<file path="src/rtl/int_tx_pkg.sv">
// Shared encodings and constants for the decimal ASCII result formatter.
package int_tx_pkg;

    typedef enum logic [2:0] {
        S_IDLE,
        S_SIGN,
        S_DIV,
        S_EMIT,
        S_CR,
        S_LF,
        S_FINISH
    } state_t;

    localparam logic [7:0] ASCII_MINUS = 8'd45;
    localparam logic [7:0] ASCII_ZERO  = 8'd48;
    localparam logic [7:0] ASCII_CR    = 8'd13;
    localparam logic [7:0] ASCII_LF    = 8'd10;

    localparam logic [2:0] MAXPOS = 3'd4;

    // Wide enough for 10000, the largest place value a 16-bit result needs.
    localparam logic [16:0] POW [5] = '{17'd10000, 17'd1000, 17'd100, 17'd10, 17'd1};

endpackage

</file>
<file path="src/rtl/int_tx_fmt.sv">
// Captures an ALU result on START and writes it to the TX FIFO as decimal ASCII
// ('-' if negative, digits without leading zeros, CR, LF) using repeated subtraction.
module int_tx_fmt
    import int_tx_pkg::*;
#(
    parameter int NBIT   = 8,
    parameter bit SIGNED = 1'b1
) (
    input  logic            CLK,
    input  logic            RESET_N,
    input  logic            START,
    input  logic [NBIT-1:0] RESULT,
    input  logic            FIFO_full,
    output logic [7:0]      data_out,
    output logic            WR_FIFO,
    output logic            BUSY,
    output logic            DONE
);

    localparam int MW = NBIT + 1;

    state_t        state, state_nxt;
    logic [MW-1:0] mag, mag_nxt;
    logic [2:0]    pos, pos_nxt;
    logic [3:0]    digit, digit_nxt;
    logic          started, started_nxt;

    logic          cap_neg;
    logic [MW-1:0] cap_ext;
    logic [MW-1:0] cap_mag;
    logic [16:0]   pow_cur;
    logic [16:0]   mag_wide;

    // The extra magnitude bit lets the most negative value negate without overflow.
    assign cap_neg  = SIGNED && RESULT[NBIT-1];
    assign cap_ext  = {RESULT[NBIT-1], RESULT};
    assign cap_mag  = cap_neg ? ({MW{1'b0}} - cap_ext) : {1'b0, RESULT};
    assign pow_cur  = POW[pos];
    assign mag_wide = 17'(mag);

    assign BUSY = (state != S_IDLE);
    assign DONE = (state == S_FINISH);

    // NOTE: sequential state uses non-blocking assignments so every register
    // samples the pre-edge values computed by the combinational block.
    always_ff @(posedge CLK or negedge RESET_N) begin
        if (!RESET_N) begin
            state   <= S_IDLE;
            mag     <= '0;
            pos     <= '0;
            digit   <= '0;
            started <= 1'b0;
        end else begin
            state   <= state_nxt;
            mag     <= mag_nxt;
            pos     <= pos_nxt;
            digit   <= digit_nxt;
            started <= started_nxt;
        end
    end

    // NOTE: every output and next-state value gets a default first, so no
    // path through the case statement can infer a latch.
    always_comb begin
        state_nxt   = state;
        mag_nxt     = mag;
        pos_nxt     = pos;
        digit_nxt   = digit;
        started_nxt = started;
        data_out    = '0;
        WR_FIFO     = 1'b0;

        case (state)
            S_IDLE: begin
                if (START) begin
                    mag_nxt     = cap_mag;
                    pos_nxt     = '0;
                    digit_nxt   = '0;
                    started_nxt = 1'b0;
                    state_nxt   = cap_neg ? S_SIGN : S_DIV;
                end
            end
            S_SIGN: begin
                data_out = ASCII_MINUS;
                WR_FIFO  = ~FIFO_full;
                if (!FIFO_full) state_nxt = S_DIV;
            end
            S_DIV: begin
                if (mag_wide >= pow_cur) begin
                    mag_nxt   = mag - MW'(pow_cur);
                    digit_nxt = digit + 4'd1;
                end else if (digit != 4'd0 || started || pos == MAXPOS) begin
                    state_nxt = S_EMIT;
                end else begin
                    pos_nxt = pos + 3'd1;
                end
            end
            S_EMIT: begin
                data_out = ASCII_ZERO + {4'd0, digit};
                WR_FIFO  = ~FIFO_full;
                if (!FIFO_full) begin
                    started_nxt = 1'b1;
                    digit_nxt   = '0;
                    if (pos == MAXPOS) begin
                        state_nxt = S_CR;
                    end else begin
                        pos_nxt   = pos + 3'd1;
                        state_nxt = S_DIV;
                    end
                end
            end
            S_CR: begin
                data_out = ASCII_CR;
                WR_FIFO  = ~FIFO_full;
                if (!FIFO_full) state_nxt = S_LF;
            end
            S_LF: begin
                data_out = ASCII_LF;
                WR_FIFO  = ~FIFO_full;
                if (!FIFO_full) state_nxt = S_FINISH;
            end
            S_FINISH: state_nxt = S_IDLE;
            default:  state_nxt = S_IDLE;
        endcase
    end

endmodule

</file>
<file path="config.mk">
export PLATFORM = sky130hd
export DESIGN_NAME = int_tx_fmt
export DESIGN_NICKNAME = d
export VERILOG_FILES = /design/src/rtl/int_tx_pkg.sv /design/src/rtl/int_tx_fmt.sv
export SDC_FILE = /design/constraint.sdc
export NUM_CORES = 1
export LEC_CHECK = 0
export ABC_CLOCK_PERIOD_IN_PS = 5800
export CAP_MARGIN = 10
export CORE_ASPECT_RATIO = 2
export CORE_MARGIN = 4
export CORE_UTILIZATION = 55
export CTS_CLUSTER_DIAMETER = 120
export DETAILED_ROUTE_END_ITERATION = 7
export PLACE_DENSITY = 0.79
export SYNTH_ARGS = -nofsm -noshare
export SYNTH_HDL_FRONTEND = slang
export SYNTH_SLANG_ARGS = --single-unit
</file>
<file path="constraint.sdc">
create_clock -name CLK -period 5.8 [get_ports CLK]
set_input_delay 1.45 -clock CLK [delete_from_list [all_inputs] [get_ports CLK]]
set_output_delay 1.45 -clock CLK [all_outputs]
set_load 0.01 [all_outputs]
</file>
======== Yosys cells after proc, flatten, opt, wreduce, memory -nomap -nowiden ========
Memory sizes are Yosys's and may differ from the RTL's.
Index checks and enable logic that the tools add are counted.
operators by class
  divide/modulo/power cells ............... 0
  $add $sub $neg .......................... 5
  bitwise operators ....................... 2
  eq/ne operators ......................... 17
  multiply operators ...................... 0
  $lt $le $gt $ge ......................... 2
  shifts and indexed selects .............. 0
  reduce and logical (&&, ||, !) cells .... 14
  multiplexer cells ....................... 31
operator list
  operator                                                            count
  3-bit 2-to-1 mux                                                    13
  17-bit 2-to-1 mux                                                   2
  7-bit one-hot mux with 4 select lines                               1
  9-bit 2-to-1 mux                                                    3
  2-bit != test (second input constant)                               10
  3-bit one-hot mux with 6 select lines                               1
  9-bit one-hot mux with 2 select lines                               1
  9-bit by 17-bit greater-or-equal comparator with 1-bit output       1
  3-bit == test (second input constant)                               4
  4-bit 2-to-1 mux                                                    3
  4-bit one-hot mux with 3 select lines                               1
  3-bit one-hot mux with 3 select lines                               1
  1-bit by 8-bit subtractor with 9-bit output (first input constant)  1
  9-bit subtractor                                                    1
  6-bit by 4-bit adder with 7-bit output (first input constant)       1
  7-bit AND reduction                                                 1
  3-bit by 2-bit == test with 1-bit output (second input constant)    2
  3-bit AND reduction                                                 2
  6-bit AND reduction                                                 1
  3-bit nonzero test                                                  2
  4-bit by 1-bit adder with 4-bit output (second input constant)      1
  4-bit greater-or-equal comparator (second input constant)           1
  3-bit NOT with 4-bit output                                         1
  4-bit AND reduction                                                 1
  11 further kinds                                                    15
word-level totals
  latch bits .............................. 0
  ROM bits ................................ 136
  bits of input ports ..................... 12
  RAM bits ................................ 0
  memories ................................ 1
  register bits after elaboration ......... 20
  output and inout bits ................... 11
memory list
  name              words  width  rd ports  clocked after memory_dff  wr ports  line              source
  (name not given)  8      17     1         0                         0         int_tx_fmt.sv:38  assign pow_cur = POW[pos];

======== Longest topological paths before layout ========
Gate-level depths: netlist (run 1).
  word-level depth ........................ 7
  depth in mapped cells ................... 10
  depth with buffers taken out ............ 10

======== Least setup slack after synthesis (run 1) ========
Ideal clock, no wire load.
  path kind ............................... input -> output
  start point ............................. in FIFO_full
  end point ............................... out WR_FIFO
  data arrival time ....................... 1649 ps
  stages .................................. 1
  data required time ...................... 4350 ps
  path buffers ............................ 0
  slack ................................... 2701 ps
  cells stage by stage .................... a21oi_1
on the way
  cells in the longest elaborated chain, start to end .. 2
RTL lines
  item              line              source
  start, declared   int_tx_fmt.sv:13  input logic FIFO_full,
  1-bit NOT         -
  1-bit 2-to-1 mux  -
  end, declared     int_tx_fmt.sv:15  output logic WR_FIFO,
No other way between the ends.

======== Worst setup path after layout (run 1) ========
Ends and elaborated chain as after synthesis.

==> results of run 1 <==
[flip-flops by register name, indices dropped and copies added, names as in the netlist]
signal	count
digit	4
mag	9
pos	3
started	1
state	3
[power groups by stage]
stage                     Sequential (mW)  Combinational (mW)  Clock (mW)
final                               0.264               0.992       0.110
after global routing                0.275                1.10       0.116
after CTS                           0.264               0.996       0.111
after detailed placement            0.267               0.988           0
after global placement              0.267               0.976           0
after floorplan                     0.227               0.821           0
[layout by cell type, fill, tap and decap left out, drive strengths merged, types with 3 or more instances in the layout]
cell,Yosys,routed
or3,4,4
o22ai,3,3
mux2,10,10
inv,14,14
o31ai,3,3
nand3,4,4
nor2b,6,6
nor2,18,18
nand2,15,15
clkdlybuf4s50,0,20
ha,18,18
a211oi,3,3
nand2b,10,10
a21oi,13,13
dfrtp,20,20
o21ai,13,13
clkbuf,4,4
and2,3,3
xnor2,11,11
a22o,4,4
[area by class of cell]
class	instances	area, µm²	share of cell area
tap	48	60.1	0.0272
inverter	15	56.3	0.0255
sequential	20	500	0.227
multi-input combinational	176	1330	0.602
timing repair buffer	21	208	0.0941
clock buffer	4	55.1	0.0249
[cell families after synthesis]
kind of cell / Yosys count
flops: 20
other cells: 1
xor+xnor: 13
fa+ha+maj: 19
mux: 12
buf+inv: 26
compound gates: 56
simple gates: 74
[layer usage]
metal | vias to the layer above | share of wire | track usage
li1 | 803 | - | -
met1 | 799 | 0.36 | 0.206
met2 | 27 | 0.59 | 0.386
met3 | 9 | 0.021 | 0.0179
met4 | 0 | 0.023 | 0.0924
met5 | - | 0 | 0
[how the worst min path moves through the flow]
| stage | slack [ps] | depth (start not counted) | endpoint | from |
|---|---|---|---|---|
| floorplan | 470 | 2 | started | started |
| global placement | 500 | 1 | mag[0] | mag[0] |
| detailed placement | 500 | 1 | mag[0] | mag[0] |
| global route | 530 | 1 | mag[0] | mag[0] |
| finish | 520 | 1 | mag[0] | mag[0] |
| CTS | 520 | 1 | mag[0] | mag[0] |
[metrics by stage]
step	hold WS, ps	area [µm²]	power, mW	instances	utilization
floorplan	473	1950	1.05	222	-
global placement	498	2150	1.24	280	0.630
detailed placement	501	2150	1.26	280	0.630
CTS	518	2210	1.37	284	0.647
global route	533	2210	1.50	284	0.647
finish	519	2210	1.37	284	0.647
==> results.txt, run 1 <==
----------------------------------------------------
[Cells and area]
  Number of nets in the layout ... between 200 and 300
  Diode insertion count for antenna repair ... 0
  Fraction of layout instances using a drive strength above 1 ... 0.114
  Layout Area Growth over Synthesis ... 13.5%
  Final-layout fill cell count ... between 200 and 300

[Yosys]
  Yosys synthesis warning count ... 0
  Biggest area contributors in the synthesized netlist ... sky130_fd_sc_hd__dfrtp_1 26%, sky130_fd_sc_hd__ha_1 12%, sky130_fd_sc_hd__mux2_2 5.2%, sky130_fd_sc_hd__xnor2_1 5.0%, sky130_fd_sc_hd__nor2_1 3.5%
  Share of the synthesized area in the top cell type ... 0.257
  Largest area contributor in the synthesized netlist ... sky130_fd_sc_hd__dfrtp_1
  Post-synthesis simple-gate area fraction ... 0.205
  Post-synth ARST share ... 1.00
  Most common cell in the synthesized netlist ... sky130_fd_sc_hd__dfrtp_1
  Post-synthesis compound-gate area fraction ... 0.219
  Most frequent cells after synthesis ... 20 x sky130_fd_sc_hd__dfrtp_1, 18 x sky130_fd_sc_hd__ha_1, 18 x sky130_fd_sc_hd__nor2_1
  Post-synthesis mux area share ... 0.0701
  Gate Count Post-Synth ... roughly 220
  Sequential cell area fraction in the yosys report ... 0.257
  Main combinational cell family by area after synthesis ... compound AO/OA/AOI/OAI gates
  Post-synthesis cell type count ... 58
  Synthesized cell area ... 1950 µm²
  Adder-cell share of the synthesized area ... 0.126
  Leading register cell type out of synthesis ... sky130_fd_sc_hd__dfrtp_1
  Flop and latch count out of synthesis ... 20
  Number of enable-type register cells in the synthesized netlist ... 0
  Post-synthesis area per instance ... 8.80 µm²
  Post-synthesis share of cell area spent on xor and xnor gates ... 0.0585

[Clocking]
  Clock tree root driver cell ... sky130_fd_sc_hd__clkbuf_8
  Setup Fix Bufs, Post-CTS ... 0
  Source-to-sink clock delay at the later pin of the worst-skew pair ... approximately 270 ps
  Number of sinks on the clock net ... 20
  Clock edge transition at the registers on the reported setup and hold paths ... 70 ps
  Resize count post-CTS ... 0
  Total clock buffers created by CTS ... 3
  TritonCTS clock tree ... yes
  Number of levels the H-tree was split into ... 1
  CTS max path bufs ... 2
  Number of hold buffers added after CTS ... 0

[GRT]
  Initial antenna violation count ... 0
  First-pass GRT wire length ... approximately 7200 µm
  Overall Global Routing Usage ... 0.201
  Overall overflow remaining after global route ... 0
  Via count of the first global-routing pass ... about 1,700
  Maximum number of pins on one net before global-route repair ... 22

[Critical path]
  Worst Path Buf+Inv ... 2
  Setup slack of the worst register-to-register path ... approximately 2800 ps
  Total stage count of the critical path ... 3
  Slowest stage cell, crit path ... sky130_fd_sc_hd__clkdlybuf4s50_1
  Required time of the worst setup path ... around 4400 ps
  R2r startpoint ... pos[0]
  Critical Path Most Common Cell ... sky130_fd_sc_hd__clkdlybuf4s50_1
  Worst-case reg-to-reg path depth ... 10
  Data arrival at the endpoint of the critical path ... 2580 ps
  Worst setup path endpoint ... WR_FIFO
  Worst Setup Start Kind ... primary input
  Largest delay share family, worst path ... buffers and inverters
  Delay of the slowest cell on the worst path ... roughly 550 ps
  Beginning of the critical path ... FIFO_full
  Worst-path fanout max ... 4
  Crit path kind ... primary input to primary output
  Worst R2R End ... pos[0]
  Worst Setup End Kind ... primary output
  Cell breakdown of the critical path ... clkdlybuf4s50_1 > a21oi_1 > clkdlybuf4s50_1

[Min path]
  Classification of the worst-slack hold path ... register to register

[Placement]
  Global placement routability congestion ... about 0.87
  Worst-case setup slack after placement ... 1770 ps
  Port Buf Inserts ... 20
  Detailed placer's ending HPWL ... around 3300 µm

[STA]
  Max-slew headroom at the worst pin ... 0.385
  Worst-margin pin slew ... 919 ps
  Worst Clk Skew ... about 4 ps
  Final critical-path setup slack ... around 1800 ps
  Hold violation total from the final report ... 0
  Achievable Freq ... 248 MHz
  Final Setup Violations ... 0
  Final period util ... 0.695
  Shortest clock period the worst path allows after layout ... around 4000 ps
  Unrepaired setup endpoints after global routing ... false
  Count of pins over their slew limit ... 0
  Setup TNS Final ... 0 ps

[Floorplanning]
  Core Box Area ... roughly 3400 µm²
  Effective utilization at floorplan ... 0.570
  Die Ht ... 92.1 µm
  Number of standard-cell rows in the floorplan ... 30
  Overall die area ... roughly 4600 µm²
  IO Count ... 23
  Die extent in x ... approximately 50 µm

[Outcome]
  Status ... completed

[Job]
  Total of max-cap violations ... 0

[Pwr]
  Power Dens Cells ... around 620 nW/µm²
  Worst vdd rail ir drop ... between 300 and 400 µV
  Clock share of power ... 0.080
  Net load switching power ... 637 µW
  Part of the power in combinational logic ... 0.726
  Fraction of power consumed by sequential logic ... 0.193
  Cell-internal power ... between 700 and 800 µW
  Switching share of total power ... 0.467
  Leakage power summed over all cells ... roughly 0.95 nW

[Detailed routing]
  Drt via density ... ~5.8
  First-iteration detailed-routing DRC count ... 23
  Number of DRC violations after detailed routing ... 0
  WL/cell ... 14.8 µm
  Wire length after detailed routing ... roughly 4200 µm
  Detailed-router iteration count before antenna repair ... 4
  Vias ... 1,638
  Antenna violation net count after detailed routing ... 0

----------------------------------------------------
No activity file was read; power rests on OpenSTA's default activity.
==> run 2: changes to the inputs <==
--- a/config.mk
+++ b/config.mk
@@ -5,14 +5,14 @@
 export SDC_FILE = /design/constraint.sdc
 export NUM_CORES = 1
 export LEC_CHECK = 0
-export ABC_CLOCK_PERIOD_IN_PS = 5800
+export ABC_CLOCK_PERIOD_IN_PS = 3600
 export CAP_MARGIN = 10
 export CORE_ASPECT_RATIO = 2
 export CORE_MARGIN = 4
-export CORE_UTILIZATION = 55
+export CORE_UTILIZATION = 51
 export CTS_CLUSTER_DIAMETER = 120
 export DETAILED_ROUTE_END_ITERATION = 7
-export PLACE_DENSITY = 0.79
+export PLACE_DENSITY = 0.77
 export SYNTH_ARGS = -nofsm -noshare
 export SYNTH_HDL_FRONTEND = slang
 export SYNTH_SLANG_ARGS = --single-unit
==> constraint.sdc (replaced) <==
create_clock -name CLK -period 3.6 [get_ports CLK]
set_input_delay 0.9 -clock CLK [delete_from_list [all_inputs] [get_ports CLK]]
set_output_delay 0.9 -clock CLK [all_outputs]
set_load 0.01 [all_outputs]
==> run 2 against run 1 <==
Effect of this change: combinational power up 68%; sequential cell count unchanged; die area up 6.9%; core utilization down 4.0 points; clock power up 42%; wire length up 11%; clock skew down 1.3 ps; sequential share of layout area about the same; count of clock-buffer cells in the layout down 1; design area up 0.11%; total power up 63%; critical path type is now register to primary output; largest cell class unchanged.
==> results.txt, run 2 (same netlist as run 1, synthesis figures left out) <==
----------------------------------------------------
[Detailed routing]
  Number of DRC violations after detailed routing ... 0 (unchanged)
  Wire length after detailed routing ... 4650 µm (was 4200 µm)
  Detailed-router iteration count before antenna repair ... 5 (was 4)
  Antenna violation net count after detailed routing ... 0 (unchanged)
  Vias ... 1,661 (was 1,638)
  First-iteration detailed-routing DRC count ... 71 (was 23)
  Drt via density ... 5.81 (was 5.77)
  WL/cell ... 16.3 µm (was 14.8 µm)

[Critical path]
  Crit path kind ... register to primary output (was primary input to primary output)
  Largest delay share family, worst path ... buffers and inverters (unchanged)
  Cell breakdown of the critical path ... nor2b_1 > inv_1 > o22ai_1 > clkdlybuf4s50_1 (was clkdlybuf4s50_1 > a21oi_1 > clkdlybuf4s50_1)
  Worst-path fanout max ... 20 (was 4)
  Data arrival at the endpoint of the critical path ... 2150 ps (was 2580 ps)
  Required time of the worst setup path ... 2700 ps (was 4350 ps)
  Slowest stage cell, crit path ... sky130_fd_sc_hd__dfrtp_1 (was sky130_fd_sc_hd__clkdlybuf4s50_1)
  Worst Path Buf+Inv ... 2 (unchanged)
  Delay of the slowest cell on the worst path ... 630 ps (was 550 ps)
  Worst Setup Start Kind ... register (was primary input)
  Worst Setup End Kind ... primary output (unchanged)

[Floorplanning]
  Number of standard-cell rows in the floorplan ... 31 (was 30)
  IO Count ... 23 (unchanged)
  Effective utilization at floorplan ... 0.534 (was 0.570)
  Overall die area ... 4930 µm² (was 4610 µm²)
  Core Box Area ... 3650 µm² (was 3420 µm²)
  Die Ht ... 95.4 µm (was 92.1 µm)
  Die extent in x ... 51.7 µm (was 50.1 µm)

[Pwr]
  Leakage power summed over all cells ... 0.949 nW (was 0.947 nW)
  Worst vdd rail ir drop ... 596 µV (was 306 µV)
  Clock share of power ... 0.070 (was 0.080)
  Switching share of total power ... 0.476 (was 0.467)
  Cell-internal power ... 1.17 mW (was 729 µW)
  Part of the power in combinational logic ... 0.750 (was 0.726)
  Fraction of power consumed by sequential logic ... 0.180 (was 0.193)
  Net load switching power ... 1.06 mW (was 637 µW)
  Power Dens Cells ... 1010 nW/µm² (was 619 nW/µm²)

[Cells and area]
  Register ranked first by flip-flop count ... mag (unchanged)
  Fraction of layout instances using a drive strength above 1 ... 0.118 (was 0.114)
  Layout Area Growth over Synthesis ... 13.6% (was 13.5%)
  Final-layout fill cell count ... 365 (was 275)
  Leading cell types in the layout, fill and taps excluded ... 20 x sky130_fd_sc_hd__dfrtp_1, 20 x sky130_fd_sc_hd__clkdlybuf4s50_1, 18 x sky130_fd_sc_hd__nor2_1, 18 x sky130_fd_sc_hd__ha_1, 15 x sky130_fd_sc_hd__nand2_1 (unchanged)
  Diode insertion count for antenna repair ... 0 (unchanged)
  Number of nets in the layout ... 270 (was 268)
  Leading registers by flop count ... mag x9, digit x4 (unchanged)
  Final core occ ... 0.606 (was 0.647)
  Flip-flop count of the largest register, all copies and words added ... 9 (unchanged)
  Non-filler cells in the finished layout ... 286 (was 284)

[STA]
  Final Setup Violations ... 0 (unchanged)
  Worst Clk Skew ... 2.70 ps (was 4.00 ps)
  Final period util ... 0.848
  Achievable Freq ... between 300 and 400 MHz
  Hold violation total from the final report ... 0 (unchanged)
  Setup TNS Final ... 0 ps (unchanged)
  Unrepaired setup endpoints after global routing ... false (unchanged)
  Max-slew headroom at the worst pin ... 0.360 (was 0.385)
  Shortest clock period the worst path allows after layout ... roughly 3000 ps
  Count of pins over their slew limit ... 0 (unchanged)
  Hold Slack ... 520 ps (was 519 ps)
  Worst-margin pin slew ... 957 ps (was 919 ps)

[Clocking]
  Number of levels the H-tree was split into ... 1 (unchanged)
  Clock edge transition at the registers on the reported setup and hold paths ... 80 ps (was 70 ps)
  Total clock buffers created by CTS ... 3 (unchanged)
  TritonCTS clock tree ... yes (unchanged)
  CTS max path bufs ... 2 (unchanged)
  Resize count post-CTS ... 0 (unchanged)
  Number of hold buffers added after CTS ... 0 (unchanged)
  Clock tree root driver cell ... sky130_fd_sc_hd__clkbuf_8 (unchanged)
  Source-to-sink clock delay at the later pin of the worst-skew pair ... 260 ps (was 270 ps)
  Setup Fix Bufs, Post-CTS ... 0 (unchanged)
  Number of sinks on the clock net ... 20 (unchanged)

[GRT]
  Overall overflow remaining after global route ... 0 (unchanged)
  Maximum number of pins on one net before global-route repair ... 21 (was 22)
  Via count of the first global-routing pass ... 1,733 (was 1,663)
  Initial antenna violation count ... 0 (unchanged)
  First-pass GRT wire length ... 7740 µm (was 7220 µm)
  Overall Global Routing Usage ... 0.210 (was 0.201)

[Min path]
  Classification of the worst-slack hold path ... register to register (unchanged)

[Placement]
  Detailed placer's ending HPWL ... 3620 µm (was 3340 µm)
  Global placement routability congestion ... 0.910 (was 0.869)
  Inst Count DP ... 283 (was 280)
  Port Buf Inserts ... 20 (unchanged)

[Job]
  Total of max-cap violations ... 0 (unchanged)

[Outcome]
  Status ... completed (unchanged)

----------------------------------------------------
run 2: final cells by class:
cell class / instances / area, µm² / share of cell area
Clock buffer: 3 / 41.3 / 0.0187
Tap cell: 49 / 61.3 / 0.0277
Multi-Input combinational cell: 176 / 1330 / 0.601
Sequential cell: 20 / 500 / 0.226
Timing Repair Buffer: 23 / 223 / 0.101
Inverter: 15 / 56.3 / 0.0255
run 2: worst reg2reg max path, cell delays in order, from the launching register on:
cell and delay (ps):
sky130_fd_sc_hd__dfrtp_1 450, sky130_fd_sc_hd__inv_1 100, sky130_fd_sc_hd__ha_1 300, sky130_fd_sc_hd__nand2_1 90, sky130_fd_sc_hd__ha_1 400, sky130_fd_sc_hd__nand3_1 170
sky130_fd_sc_hd__nor4b_2 300, sky130_fd_sc_hd__mux2i_1 150, sky130_fd_sc_hd__o31ai_4 520, sky130_fd_sc_hd__mux2_2 400
run 2: power groups by stage:
stage          registers [mW]  logic (mW)  clock network (mW)
4_1_cts                 0.402        1.68               0.155
3_3_place_gp            0.403        1.65                   0
6_report                0.403        1.67               0.156
3_5_place_dp            0.406        1.66                   0
2_1_floorplan           0.366        1.32                   0
5_1_grt                 0.416        1.85               0.169
run 2: final timing paths:
path,startpoint,endpoint,slack (ps),depth (start not counted)
setup / recovery,state[2],data_out[0],550,4
hold / removal,mag[0],mag[0],520,1
setup reg to reg,pos[0],mag[1],610,9
hold reg to reg,mag[0],mag[0],520,1
max in group asynchronous,RESET_N,mag[6],1850,1
min in group asynchronous,RESET_N,digit[0],1160,1
run 2: metal layers:
| metal | vias to the layer above | GRT usage | wire length (µm) |
|---|---|---|---|
| li1 | 810 | - | - |
| met3 | 14 | 0.0188 | 134 |
| met5 | - | 0 | 0 |
| met1 | 798 | 0.207 | 1700 |
| met2 | 39 | 0.414 | 2640 |
| met4 | 0 | 0.101 | 175 |
run 2: per-stage QoR:
step | total power [mW] | worst slack, ps | instance area (µm²)
floorplan | 1.69 | 959 | 1950
global placement | 2.06 | 638 | 2170
detailed placement | 2.07 | 640 | 2170
CTS | 2.24 | 525 | 2210
global route | 2.44 | 414 | 2210
finish | 2.23 | 549 | 2210
==> run 3: changes to the inputs <==
--- a/config.mk
+++ b/config.mk
@@ -5,14 +5,14 @@
 export SDC_FILE = /design/constraint.sdc
 export NUM_CORES = 1
 export LEC_CHECK = 0
-export ABC_CLOCK_PERIOD_IN_PS = 3600
+export ABC_CLOCK_PERIOD_IN_PS = 2900
 export CAP_MARGIN = 10
 export CORE_ASPECT_RATIO = 2
 export CORE_MARGIN = 4
-export CORE_UTILIZATION = 51
+export CORE_UTILIZATION = 55
 export CTS_CLUSTER_DIAMETER = 120
 export DETAILED_ROUTE_END_ITERATION = 7
-export PLACE_DENSITY = 0.77
+export PLACE_DENSITY = 0.79
 export SYNTH_ARGS = -nofsm -noshare
 export SYNTH_HDL_FRONTEND = slang
 export SYNTH_SLANG_ARGS = --single-unit
==> constraint.sdc (replaced) <==
create_clock -name CLK -period 2.9 [get_ports CLK]
set_input_delay 0.725 -clock CLK [delete_from_list [all_inputs] [get_ports CLK]]
set_output_delay 0.725 -clock CLK [all_outputs]
set_load 0.01 [all_outputs]
==> run 3 against run 2 <==
Effect of this change: critical path depth up 6; sequential cell count unchanged; design area increased by 5.3%; via count rose by 3.9%; worst setup slack worse by 450 ps; non-clock buffer count up 13; clock skew decreased by 1.3 ps; count of clock-buffer cells in the layout is 1 higher; register-to-register slack worse by 520 ps; die area fell by 6.4%; wire length increased by 0.52%; first-iteration DRC count shrank 52%.
==> results.txt, run 3 (same netlist as run 1, synthesis figures left out) <==
----------------------------------------------------
[Placement]
  Detailed placer's ending HPWL ... 3760 µm (was 3620 µm)
  Global placement routability congestion ... 0.936 (was 0.910)
  Port Buf Inserts ... 20 (unchanged)
  Worst-case setup slack after placement ... 46.3 ps (was 640 ps)
  Placed cell area ... 2260 µm² (was 2170 µm²)
  Inst Count DP ... 294 (was 283)

[Cells and area]
  Final design area excluding fillers ... 2330 µm² (was 2210 µm²)
  Fraction of layout instances using a drive strength above 1 ... 0.175 (was 0.118)
  Final-layout fill cell count ... 292 (was 365)
  Leading cell types in the layout, fill and taps excluded ... 20 x sky130_fd_sc_hd__clkdlybuf4s50_1, 19 x sky130_fd_sc_hd__dfrtp_1, 18 x sky130_fd_sc_hd__nor2_1, 18 x sky130_fd_sc_hd__ha_1, 16 x sky130_fd_sc_hd__buf_4 (was 20 x sky130_fd_sc_hd__dfrtp_1, 20 x sky130_fd_sc_hd__clkdlybuf4s50_1, 18 x sky130_fd_sc_hd__nor2_1, 18 x sky130_fd_sc_hd__ha_1, 15 x sky130_fd_sc_hd__nand2_1)
  Diode insertion count for antenna repair ... 0 (unchanged)
  Leading registers by flop count ... mag x9, digit x4 (unchanged)
  Register ranked first by flip-flop count ... mag (unchanged)
  Flip-flop count of the largest register, all copies and words added ... 9 (unchanged)
  Non-filler cells in the finished layout ... 299 (was 286)
  Leading cell type in the layout, fill and taps excluded ... sky130_fd_sc_hd__clkdlybuf4s50_1
  Layout Area Growth over Synthesis ... 19.6% (was 13.6%)
  Number of nets in the layout ... 283 (was 270)

[Clocking]
  CTS max path bufs ... 2 (unchanged)
  Clock edge transition at the registers on the reported setup and hold paths ... 80 ps (about the same)
  Clock tree root driver cell ... sky130_fd_sc_hd__clkbuf_8 (unchanged)
  Number of sinks on the clock net ... 20 (unchanged)
  Total clock buffers created by CTS ... 3 (unchanged)
  TritonCTS clock tree ... yes (unchanged)
  Number of hold buffers added after CTS ... 0 (unchanged)
  Number of levels the H-tree was split into ... 1 (unchanged)
  Source-to-sink clock delay at the later pin of the worst-skew pair ... 260 ps (about the same)

[GRT]
  Maximum number of pins on one net before global-route repair ... 21 (unchanged)
  First-pass GRT wire length ... 8200 µm (was 7740 µm)
  Overall overflow remaining after global route ... 0 (unchanged)
  Initial antenna violation count ... 0 (unchanged)
  Overall Global Routing Usage ... 0.230 (was 0.210)
  Via count of the first global-routing pass ... 1,860 (was 1,733)

[Detailed routing]
  Number of DRC violations after detailed routing ... 0 (unchanged)
  Vias ... 1,726 (was 1,661)
  Antenna violation net count after detailed routing ... 0 (unchanged)
  Wire length after detailed routing ... 4670 µm (was 4650 µm)
  First-iteration detailed-routing DRC count ... 34 (was 71)
  WL/cell ... 15.6 µm (was 16.3 µm)
  Detailed-router iteration count before antenna repair ... 4 (was 5)
  Drt via density ... 5.77 (was 5.81)

[Floorplanning]
  Overall die area ... 4610 µm² (was 4930 µm²)
  Effective utilization at floorplan ... 0.570 (was 0.534)
  Die extent in x ... 50.1 µm (was 51.7 µm)
  IO Count ... 23 (unchanged)
  Core Box Area ... 3420 µm² (was 3650 µm²)
  Die Ht ... 92.1 µm (was 95.4 µm)
  Number of standard-cell rows in the floorplan ... 30 (was 31)

[Critical path]
  Worst Setup Start Kind ... register (unchanged)
  Worst-path fanout max ... 6 (was 20)
  Data arrival at the endpoint of the critical path ... 2960 ps (was 2150 ps)
  Cell breakdown of the critical path ... inv_1 > ha_1 > nand2b_1 > ha_1 > and2_1 > or2_4 > o211a_4 > a211oi_4 > and3_2 > mux2_4 (was nor2b_1 > inv_1 > o22ai_1 > clkdlybuf4s50_1)
  Slowest stage cell, crit path ... sky130_fd_sc_hd__dfrtp_2 (was sky130_fd_sc_hd__dfrtp_1)
  Delay of the slowest cell on the worst path ... 450 ps (was 630 ps)
  Required time of the worst setup path ... 3050 ps (was 2700 ps)
  Largest delay share family, worst path ... simple AND/OR/NAND/NOR gates (was buffers and inverters)
  Crit path kind ... register to register (was register to primary output)
  Worst Path Buf+Inv ... 1 (was 2)
  Critical Path Most Common Cell ... sky130_fd_sc_hd__ha_1
  Worst Setup End Kind ... register (was primary output)

[Outcome]
  Status ... completed (unchanged)

[Min path]
  Classification of the worst-slack hold path ... register to register (unchanged)

[STA]
  Achievable Freq ... 356 MHz
  Shortest clock period the worst path allows after layout ... 2810 ps
  Count of pins over their slew limit ... 0 (unchanged)
  Worst-margin pin slew ... 508 ps (was 957 ps)
  Unrepaired setup endpoints after global routing ... false (unchanged)
  Final critical-path setup slack ... 94.4 ps (was 549 ps)
  Hold violation total from the final report ... 0 (unchanged)
  Hold Slack ... 517 ps (was 520 ps)
  Final period util ... 0.967
  Setup TNS Final ... 0 ps (unchanged)
  Worst Clk Skew ... 1.41 ps (was 2.70 ps)
  Max-slew headroom at the worst pin ... 0.656 (was 0.360)
  Final Setup Violations ... 0 (unchanged)

[Job]
  Total of max-cap violations ... 0 (unchanged)

[Pwr]
  Worst vdd rail ir drop ... 793 µV (was 596 µV)
  Leakage power summed over all cells ... 1.02 nW (was 0.949 nW)
  Power Dens Cells ... 1260 nW/µm² (was 1010 nW/µm²)

----------------------------------------------------
[run 3: per-stage QoR]
stage	total power, mW	util
after global placement	2.63	0.661
after CTS	2.91	0.677
after floorplan	2.10	-
after detailed placement	2.67	0.661
after global routing	3.20	0.681
final	2.93	0.681
[run 3: area by class of cell]
cell class	count	area, µm²	area share
clock buffers	4	55.1	0.0237
inverters	15	56.3	0.0242
multi-input cells	176	1330	0.573
flip-flops and latches	20	502	0.216
well taps	48	60.1	0.0258
repair buffers	36	320	0.138
[run 3: what timing repair did]
| item | CTS | global route |
|---|---|---|
| gates resized for setup | 0 | 2 |
| setup buffers | 0 | 1 |
| setup endpoints to repair | 0 | 11 |
[run 3: path summary, 6_finish.rpt]
kind / start / endpoint / slack, ps / cells past startpoint
max: pos[0] / pos[0] / 90 / 10
min: mag[0] / mag[0] / 520 / 1
max in group asynchronous: RESET_N / pos[0] / 1870 / 2
min reg2reg: mag[0] / mag[0] / 520 / 1
min in group asynchronous: RESET_N / pos[2] / 800 / 2
max reg2reg: pos[0] / pos[0] / 90 / 10
[run 3: where the power goes]
part           switching, mW  total [mW]  internal [mW]
Combinational           1.15        2.23           1.07
Clock                 0.0974       0.218          0.121
Sequential            0.0992       0.488          0.389
[run 3: routing by layer]
metal | vias to the layer above | global-route usage | part of all wire
li1 | 836 | - | -
met1 | 822 | 0.215 | 0.35
met2 | 47 | 0.427 | 0.56
met3 | 21 | 0.0260 | 0.027
met4 | 0 | 0.176 | 0.061
met5 | - | 0 | 0
